**config.mk**
```make
export PLATFORM = sky130hd
export DESIGN_NAME = opcode_loader
export DESIGN_NICKNAME = d
export VERILOG_FILES = /design/src/rtl/opcode_loader.sv
export SDC_FILE = /design/constraint.sdc
export NUM_CORES = 1
export LEC_CHECK = 0
export CAP_MARGIN = 20
export CORE_UTILIZATION = 34
export CTS_CLUSTER_DIAMETER = 100
export DETAILED_ROUTE_END_ITERATION = 8
export PLACE_DENSITY = 0.81
export SLEW_MARGIN = 20
export SYNTH_ARGS = -nofsm -noshare
export SYNTH_HDL_FRONTEND = slang
export SYNTH_SLANG_ARGS = --single-unit
```
**constraint.sdc**
```tcl
create_clock -name clk -period 3.41 [get_ports clk]
set_input_delay 0.682 -clock clk [delete_from_list [all_inputs] [get_ports clk]]
set_output_delay 0.682 -clock clk [all_outputs]
set_load 0.02 [all_outputs]
```
**src/rtl/opcode_loader.sv**
```systemverilog
// -----------------------------------------------------------------------------
// opcode_loader
//
// Sequencing controller for the GPU's 3-word opcode shift register. Takes
// instruction words from the command FIFO, drives the opcode register's shift
// strobe and serial input, and holds opcode_valid once a full opcode has been
// shifted in, until the decoder accepts it.
//
// Handshake: a word moves on a rising clk edge where word_valid && word_ready.
// word_ready never depends on state registered later than state_q, and
// shift_enable is exactly that transfer condition, so the FIFO pop and the
// register shift always happen on the same edge.
//
// Ports:
//   clk            system clock, all state changes on the rising edge
//   n_rst          asynchronous active-low reset
//   word_valid     FIFO presents a word on word_in
//   word_in        instruction word (WORD_W bits)
//   word_ready     loader takes word_in this cycle (combinational)
//   shift_enable   shift strobe to the opcode register (= word_valid && word_ready)
//   serial_out     pass-through of word_in to the register's serial_in
//   opcode_valid   register holds a complete opcode (registered)
//   opcode_accept  decoder consumes the opcode (ignored unless opcode_valid)
//   flush          synchronous abort of any partial or complete opcode
//   word_count     words held in the current partial opcode, 0..2 (registered)
//   op_count       opcodes accepted since reset, wraps at 16 bits (registered)
//   frame_error    one-cycle pulse when a partial opcode times out (registered)
//   state_dbg      current FSM state, for observation only
//
// Build option:
//   OPCODE_LOADER_TIMEOUT_EN  when defined, a partial opcode left idle for more
//                             than TIMEOUT_CYCLES cycles is discarded and
//                             frame_error pulses. When undefined, partial
//                             opcodes wait indefinitely and frame_error is 0.
// -----------------------------------------------------------------------------
module opcode_loader #(
  parameter int WORD_W         = 32,
  parameter int WORDS_PER_OP   = 3,
  parameter int TIMEOUT_CYCLES = 255
) (
  input  logic              clk,
  input  logic              n_rst,
  input  logic              word_valid,
  input  logic [WORD_W-1:0] word_in,
  output logic              word_ready,
  output logic              shift_enable,
  output logic [WORD_W-1:0] serial_out,
  output logic              opcode_valid,
  input  logic              opcode_accept,
  input  logic              flush,
  output logic [1:0]        word_count,
  output logic [15:0]       op_count,
  output logic              frame_error,
  output logic [1:0]        state_dbg
);

  typedef enum logic [1:0] {
    ST_IDLE = 2'd0,
    ST_LOAD = 2'd1,
    ST_FULL = 2'd2
  } state_e;

  // Count value at which the next transfer completes the opcode.
  localparam logic [1:0]  LAST_CNT  = 2'(WORDS_PER_OP - 1);
  localparam logic [15:0] TMO_LIMIT = 16'(TIMEOUT_CYCLES);

  state_e      state_q, state_d;
  logic [1:0]  count_q, count_d;
  logic        opcode_valid_q, opcode_valid_d;
  logic [15:0] op_count_q, op_count_d;
  logic        frame_error_q, frame_error_d;
  logic [15:0] tmo_q, tmo_d;
  logic        xfer;

  // ---------------------------------------------------------------------------
  // Combinational handshake. In FULL a new word may only enter on the edge
  // where the decoder takes the old opcode, which gives bubble-free
  // back-to-back opcodes. Flush blocks every transfer.
  // ---------------------------------------------------------------------------
  always_comb begin
    word_ready = 1'b0;
    if (state_q == ST_FULL) begin
      word_ready = opcode_accept && !flush;
    end else begin
      word_ready = !flush;
    end
  end

  assign xfer         = word_valid && word_ready;
  assign shift_enable = xfer;
  assign serial_out   = word_in;

  // ---------------------------------------------------------------------------
  // Next-state logic
  // ---------------------------------------------------------------------------
  always_comb begin
    state_d       = state_q;
    count_d       = count_q;
    op_count_d    = op_count_q;
    frame_error_d = 1'b0;
    tmo_d         = tmo_q;

    if (flush) begin
      // Flush wins over transfer and accept; register contents stay stale.
      state_d = ST_IDLE;
      count_d = 2'd0;
      tmo_d   = 16'd0;
    end else begin
      unique case (state_q)
        ST_IDLE: begin
          if (xfer) begin
            state_d = ST_LOAD;
            count_d = 2'd1;
          end
        end

        ST_LOAD: begin
          if (xfer) begin
            tmo_d = 16'd0;
            if (count_q == LAST_CNT) begin
              state_d = ST_FULL;
              count_d = 2'd0;
            end else begin
              count_d = count_q + 2'd1;
            end
          end else begin
`ifdef OPCODE_LOADER_TIMEOUT_EN
            // The limit is reached after TIMEOUT_CYCLES idle edges; the edge
            // after that drops the partial opcode.
            if (tmo_q == TMO_LIMIT) begin
              state_d       = ST_IDLE;
              count_d       = 2'd0;
              tmo_d         = 16'd0;
              frame_error_d = 1'b1;
            end else begin
              tmo_d = tmo_q + 16'd1;
            end
`endif
          end
        end

        ST_FULL: begin
          if (opcode_accept) begin
            op_count_d = op_count_q + 16'd1;
            if (xfer) begin
              state_d = ST_LOAD;
              count_d = 2'd1;
            end else begin
              state_d = ST_IDLE;
              count_d = 2'd0;
            end
          end
        end

        default: begin
          state_d = ST_IDLE;
          count_d = 2'd0;
        end
      endcase
    end

    // The idle counter only runs while a partial opcode is held.
    if (state_d != ST_LOAD) begin
      tmo_d = 16'd0;
    end

    opcode_valid_d = (state_d == ST_FULL);
  end

  // ---------------------------------------------------------------------------
  // State registers
  // ---------------------------------------------------------------------------
  always_ff @(posedge clk or negedge n_rst) begin
    if (!n_rst) begin
      state_q        <= ST_IDLE;
      count_q        <= 2'd0;
      opcode_valid_q <= 1'b0;
      op_count_q     <= 16'd0;
      frame_error_q  <= 1'b0;
      tmo_q          <= 16'd0;
    end else begin
      state_q        <= state_d;
      count_q        <= count_d;
      opcode_valid_q <= opcode_valid_d;
      op_count_q     <= op_count_d;
      frame_error_q  <= frame_error_d;
      tmo_q          <= tmo_d;
    end
  end

  assign opcode_valid = opcode_valid_q;
  assign word_count   = count_q;
  assign op_count     = op_count_q;
  assign state_dbg    = state_q;

`ifdef OPCODE_LOADER_TIMEOUT_EN
  assign frame_error = frame_error_q;
`else
  // Without the timeout the counter and error flop stay at reset values and
  // are dropped by synthesis.
  assign frame_error = 1'b0;
  logic unused_tmo;
  assign unused_tmo = frame_error_q ^ (^tmo_q) ^ (^TMO_LIMIT);
`endif

endmodule

```
==> results by group, run 1 <==
Run status
  – Status: finished clean

Worst setup path
  – Register-to-Register Path Depth: 4
  – RR Startpoint: state_dbg[0]
  – Setup slack, reg-to-reg: approximately 1.8 ns
  – WP data arrival: ~2.3 ns
  – CP Class: in -> out
  – CP max FO: 4
  – Critical path startpoint category: input pin
  – Crit end category: primary output
  – Crit path required time: between 2 and 3 ns
  – R2R Path End: op_count[10]

GRT
  – Gr usage total: between 10% and 20%
  – Vias in the first global route: roughly 670
  – Largest net degree at the start of global routing: 22
  – Grt ovf: 0
  – Initial antenna violation count: 0
  – First-pass GRT wire length: around 3000 um

Synthesis
  – Synth unique cells: 27
  – Post-synthesis mux area share: 0.922%
  – XOR/XNOR Fraction of Synth Area: between 10% and 20%
  – Adder-cell share of the synthesized area: ~1.0%
  – Largest family of logic cells by synthesized area: buffers and inverters
  – Synth Area in Compound Gates: around 3.8%
  – Mean Syn Cell Area: 10.2 um2
  – Mapped cell area: 1220 um2
  – Mapped Cells: 120
  – Syn_nets: about 160
  – YS warnings: 0
  – Post-synthesis sequential area ratio: 43.0%
  – Asr flop ratio synth: 100%
  – Synth Flop Type: dfrtp_1
  – Post-synth EDFFs: 0
  – Yosys reg bits: 21
  – Post-Synth Simple-Gate Area: between 10% and 20%

Routing
  – First-pass DRT Iterations: 4
  – Routed wire per std cell: approximately 12 um
  – Detail Route Antenna Nets: 0
  – Initial drt markers: 22
  – DR vias/cell: 4.74
  – WL final: 2020 um
  – Vias post-DR: between 700 and 800
  – DRC: 0

CTS
  – # hold bufs at CTS: 0
  – Clock root buffer: clkbuf_4
  – Cts bufs inserted: 3
  – CTS max path bufs: 2
  – CTS H-tree depth: 1
  – CTS tree: done
  – Clock transition at path regs: approximately 0.11 ns
  – CTS resizes: 0
  – Sink Count: 21
  – Latest clock arrival within the worst-skew pair: 0.30 ns
  – Setup repair bufs after CTS: 0

Timing
  – RSZ-0062 raised after global routing: false
  – Period utilization: a little under 90%
  – Least-Margin Pin Slew: around 0.87 ns
  – Total negative slack: 0 ns
  – Max frequency: around 340 MHz
  – Final hold slack: slightly below 0.5 ns
  – Final Skew: 0.00289 ns
  – Final slew viol count: 0
  – Setup-failing EPs final: 0
  – Fin. Hold Viols: 0
  – Final min period: approximately 3.0 ns
  – Slew HR: between 40% and 50%

Power and ir drop
  – Leak pwr: around 0.00057 uW
  – Peak supply drop: 0.107 mV
  – Pwr dens: 305 nW/um2

Floorplan
  – Die area: around 3800 um2
  – FP Rows: 21
  – Die X-Extent: roughly 62 um
  – Die height: between 60 and 70 um
  – Ports: 93
  – Core ar.: approximately 3400 um2
  – Initial core utilization: a little over a third

Cells and area
  – Diodes inserted: 0
  – Fin cells: roughly 160
  – Area growth, synth to finish: 7.89%
  – Post-route cell area: 1320 um2
  – Layout cells sized above 1: 7.69%
  – # fillers: ~300
  – NumNets Final: 156
  – Util after Layout: between 30 and 40%

Placement
  – Placed Cells: roughly 160
  – Placer Congestion: approximately 0.8
  – Port bufs: 27
  – DP Wirelength: between 1000 and 1500 um
  – Area after DPL: 1290 um2

Run
  – Max Cap Violations: 0

Min path
  – Min-delay src: op_count[15]
  – Min-Delay Endpoint: op_count[15]
  – Hold depth: 1
  – Hold/Removal Path Class: reg -> reg
==> cells in the final DEF (no fill, tap or decap) <==
| master | instances |
|---|---|
| clkdlybuf4s50_1 | 27 |
| dfrtp_1 | 21 |
| xnor2_1 | 13 |
| nor2_1 | 7 |
| nand2_1 | 7 |
| a21oi_1 | 6 |
| nand4_1 | 5 |
| nand3_1 | 5 |
| and3_1 | 3 |
| clkbuf_4 | 3 |
| o21ai_0 | 2 |
| xor2_1 | 2 |
| nor3b_1 | 1 |
| and2_1 | 1 |
| and2b_2 | 1 |
| inv_1 | 1 |
| and4bb_4 | 1 |
| and4_4 | 1 |
| and4_1 | 1 |
| nand4_4 | 1 |
| mux2_2 | 1 |
| nand4b_1 | 1 |
| nand2b_1 | 1 |
| nor3_1 | 1 |
| o22ai_1 | 1 |
| ha_1 | 1 |
| conb_1 | 1 |
| clkinv_2 | 1 |
==> state kept, by name, indices dropped and copies added (netlist names) <==
register / cells
op_count: 16
opcode_valid: 1
state_dbg: 2
word_count: 2
==> cells in the mapped netlist (all sizes together), types with 2 or more instances <==
master / number / share of area, %
a21oi: 6 / 2.5
and3: 3 / 1.5
and4: 2 / 1.6
buf: 34 / 21
dfrtp: 21 / 43
nand2: 7 / 2.2
nand3: 5 / 2.0
nand4: 6 / 4.3
nor2: 7 / 2.2
o21ai: 2 / 0.82
xnor2: 13 / 9.3
xor2: 2 / 1.4
==> worst max-delay path: stages <==
cell and delay [ns]:
clkdlybuf4s50_1 0.47, nor3b_1 0.35, nor2_1 0.09, and2_1 0.17, clkdlybuf4s50_1 0.53
==> power breakdown <==
part           leakage, uW  total [uW]  internal (uW)  switching [uW]
Clock            0.0000177         113           43.7            69.1
Combinational     0.000259        33.0           14.8            18.2
Sequential        0.000291         256            251            4.24
==> worst max path at each step <==
stage / to / startpoint / slack [ns]
finish: shift_enable / opcode_accept / 0.45
global route: shift_enable / opcode_accept / 0.33
global placement: shift_enable / opcode_accept / 0.50
CTS: shift_enable / opcode_accept / 0.46
detailed placement: shift_enable / opcode_accept / 0.46
floorplan: shift_enable / opcode_accept / 1.34
==> area by class of cell <==
cell class,count,area [um2],area share (%)
inverters,1,3.75,0.285
multi-input cells,64,433,32.9
clock inverters,1,5.00,0.380
clock buffers,3,22.5,1.71
flip-flops and latches,21,526,39.9
repair buffers,27,270,20.5
well taps,46,57.6,4.37
==> per-stage QoR <==
stage,total power [uW],setup slack (ns)
after floorplan,328,1.34
after global placement,293,0.500
final,401,0.447
after global routing,419,0.334
after detailed placement,294,0.465
after CTS,406,0.456
==> cells by family after synthesis <==
family	after synthesis
adders and majority gates	1
other	1
and+or+nand+nor	37
DFF	21
buffers and inverters	35
muxes	1
AOI/OAI and AO/OA	9
xor gates and xnor gates	15
==> per-layer routing <==
layer	share of wire (%)	global-route usage, %	vias up	wire length (um)
met2	49	16.3	28	988
met5	0	0	-	0
met3	6.4	2.28	4	130
met4	2.1	6.35	0	42
met1	42	13.4	376	854
li1	-	-	364	-
Power figures use the tool's default switching activity.
==> inputs of run 2 (changes only) <==
--- a/config.mk
+++ b/config.mk
@@ -6,6 +6,7 @@
 export NUM_CORES = 1
 export LEC_CHECK = 0
 export CAP_MARGIN = 20
+export CORE_MARGIN = 2
 export CORE_UTILIZATION = 34
 export CTS_CLUSTER_DIAMETER = 100
 export DETAILED_ROUTE_END_ITERATION = 8
==> results by group, run 2 (same netlist as run 1, synthesis figures left out) <==
Cells and area
  – Most frequent cells in the layout: 27 x clkdlybuf4s50_1, 21 x dfrtp_1, 13 x xnor2_1, 7 x nor2_1, 7 x nand2_1
  – Max reg flops: 16 (unchanged)
  – Area growth, synth to finish: 7.89% (unchanged)
  – Post-route cell area: 1320 um2 (unchanged)
  – Most common cell after layout, fill and taps aside: clkdlybuf4s50_1
  – Fin cells: 163 (unchanged)
  – Diodes inserted: 0 (unchanged)
  – NumNets Final: 156 (unchanged)
  – Layout cells sized above 1: 7.69% (unchanged)

Routing
  – Vias post-DR: 789 (+2.2%)
  – DR vias/cell: 4.84 (+2.2%)
  – Detail Route Antenna Nets: 0 (unchanged)
  – Initial drt markers: 31 (+41%)
  – WL final: 2110 um (+4.7%)
  – Routed wire per std cell: 13.0 um (+4.7%)
  – DRC: 0 (unchanged)
  – First-pass DRT Iterations: 4 (unchanged)

Power and ir drop
  – Comb power frac: 8.3% (about the same)
  – Int Power: 310 uW (about the same)
  – NetSw: 96.9 uW (+5.8%)
  – Clock network fraction of total power: 28.9% (+0.8 points)
  – Peak supply drop: 0.0880 mV (-18%)
  – Switching Share: 23.8% (+1.0 points)
  – Pwr dens: 309 nW/um2 (+1.3%)
  – Seq pwr share: 62.8% (-0.9 points)
  – Leak pwr: 0.000568 uW (unchanged)

Run status
  – Status: finished clean

GRT
  – Initial antenna violation count: 0 (unchanged)
  – First-pass GRT wire length: 3530 um (+21%)
  – Grt ovf: 0 (unchanged)
  – Gr usage total: 11.0% (+0.50 points)
  – Vias in the first global route: 747 (+11%)
  – Largest net degree at the start of global routing: 22 (unchanged)

Placement
  – Placer Congestion: 0.817 (+2.5%)
  – Placed Cells: 159 (unchanged)
  – DP Wirelength: 1570 um (+4.7%)
  – Area after DPL: 1290 um2 (unchanged)
  – Port bufs: 27 (unchanged)

Run
  – Max Cap Violations: 0 (unchanged)

Floorplan
  – Core ar.: 3390 um2 (unchanged)
  – Die height: 63.9 um (+3.2%)
  – Die X-Extent: 63.9 um (+3.2%)
  – Die area: 4090 um2 (+6.6%)
  – FP Rows: 21 (unchanged)
  – Initial core utilization: 36.0% (unchanged)
  – Ports: 93 (unchanged)

Timing
  – Final min period: 3.03 ns (+0.0719 ns)
  – Period utilization: 89.0% (+2.1 points)
  – Setup-failing EPs final: 0 (unchanged)
  – Final slew viol count: 0 (unchanged)
  – Least-Margin Pin Slew: 0.887 ns (+0.0177 ns)
  – Slew HR: 40.7% (-1.2 points)
  – Max frequency: 330 MHz (-2.4%)
  – Fin. Hold Viols: 0 (unchanged)
  – Final Skew: 0.00557 ns (+0.00267 ns)
  – RSZ-0062 raised after global routing: false
  – Total negative slack: 0 ns (unchanged)

CTS
  – # hold bufs at CTS: 0 (unchanged)
  – CTS max path bufs: 2 (unchanged)
  – Cts bufs inserted: 3 (unchanged)
  – Clock transition at path regs: 0.12 ns (about the same)
  – Latest clock arrival within the worst-skew pair: 0.30 ns (about the same)
  – CTS resizes: 0 (unchanged)
  – Clock root buffer: clkbuf_4
  – CTS H-tree depth: 1 (unchanged)
  – CTS tree: done
  – Setup repair bufs after CTS: 0 (unchanged)
  – Sink Count: 21 (unchanged)

Worst setup path
  – Crit path required time: 2.73 ns (about the same)
  – Setup slack, reg-to-reg: 1.79 ns (about the same)
  – Register-to-Register Path Depth: 4 (unchanged)
  – CP Class: in -> out
  – R2R Path End: op_count[12]
  – Worst path top cell family by delay: buffers and inverters
  – RR Startpoint: state_dbg[0]
  – Worst Path Buf+Inv: 2 (unchanged)
  – Slowest Stage Delay on Critical Path: 0.53 ns (about the same)
  – Slowest cell on crit path: clkdlybuf4s50_1
  – CP max FO: 4 (unchanged)
  – Worst setup path end: shift_enable
  – WP data arrival: 2.35 ns (+0.07 ns)
  – Critical path startpoint category: input pin
  – Setup crit start: opcode_accept
  – Worst path most repeated cell: clkdlybuf4s50_1
  – Cell depth of the worst setup path: 5 (unchanged)
  – CP Cell Sequence: clkdlybuf4s50_1 > nor3b_1 > nor2_1 > and2_1 > clkdlybuf4s50_1
  – Crit end category: primary output

Min path
  – Hold/Removal Path Class: reg -> reg
run 2: cell counts in the layout (fill, tap and decap cells not counted):
Identical to the previous run, type by type.
run 2: metal layers:
layer  up-vias  routed length (um)  GRT usage (%)
li1        364                   -              -
met1       372                 918           14.5
met2        41                 937           15.1
met3        12                 166           2.64
met4         0                  89           8.97
met5         -                   0              0
run 2: how the worst min path moves through the flow:
stage,from,end,cells after the start
finish,op_count[15],op_count[15],1
global route,op_count[10],op_count[10],1
CTS,op_count[15],op_count[15],1
detailed placement,op_count[15],op_count[15],1
global placement,op_count[15],op_count[15],1
floorplan,n_rst,op_count[0],0
run 2: power by group through the flow:
stage                     Combinational, uW  Sequential [uW]  Clock [uW]
after floorplan                        66.0              262           0
after CTS                              34.0              255         125
after global placement                 32.5              260           0
after global routing                   36.8              256         136
final                                  33.6              256         118
after detailed placement               33.8              260           0
run 2: through the flow:
step	power (uW)	setup slack [ns]	util, %	hold WS (ns)
2_1_floorplan	328	1.34	-	0.386
3_3_place_gp	293	0.505	38.1	0.459
3_5_place_dp	294	0.410	38.1	0.478
4_1_cts	414	0.406	38.9	0.496
5_1_grt	429	0.323	38.9	0.526
6_report	407	0.375	38.9	0.488
run 2: area by class of cell:
cell class | instances | area [um2]
Clock buffer | 3 | 22.5
Sequential cell | 21 | 526
Tap cell | 46 | 57.6
Timing Repair Buffer | 27 | 270
Multi-Input combinational cell | 64 | 433
Fill cell | 318 | 2070
Inverter | 1 | 3.75
Clock inverter | 1 | 5.00
==> inputs of run 3 (changes only) <==
--- a/config.mk
+++ b/config.mk
@@ -8,6 +8,7 @@
 export CAP_MARGIN = 20
 export CORE_MARGIN = 2
 export CORE_UTILIZATION = 34
+export CTS_BUF_LIST = sky130_fd_sc_hd__clkbuf_2 sky130_fd_sc_hd__clkbuf_4 sky130_fd_sc_hd__clkbuf_8
 export CTS_CLUSTER_DIAMETER = 100
 export DETAILED_ROUTE_END_ITERATION = 8
 export PLACE_DENSITY = 0.81
==> results of run 3 <==
Same layout as run 2: the final DEF is identical, and so are final timing and power.
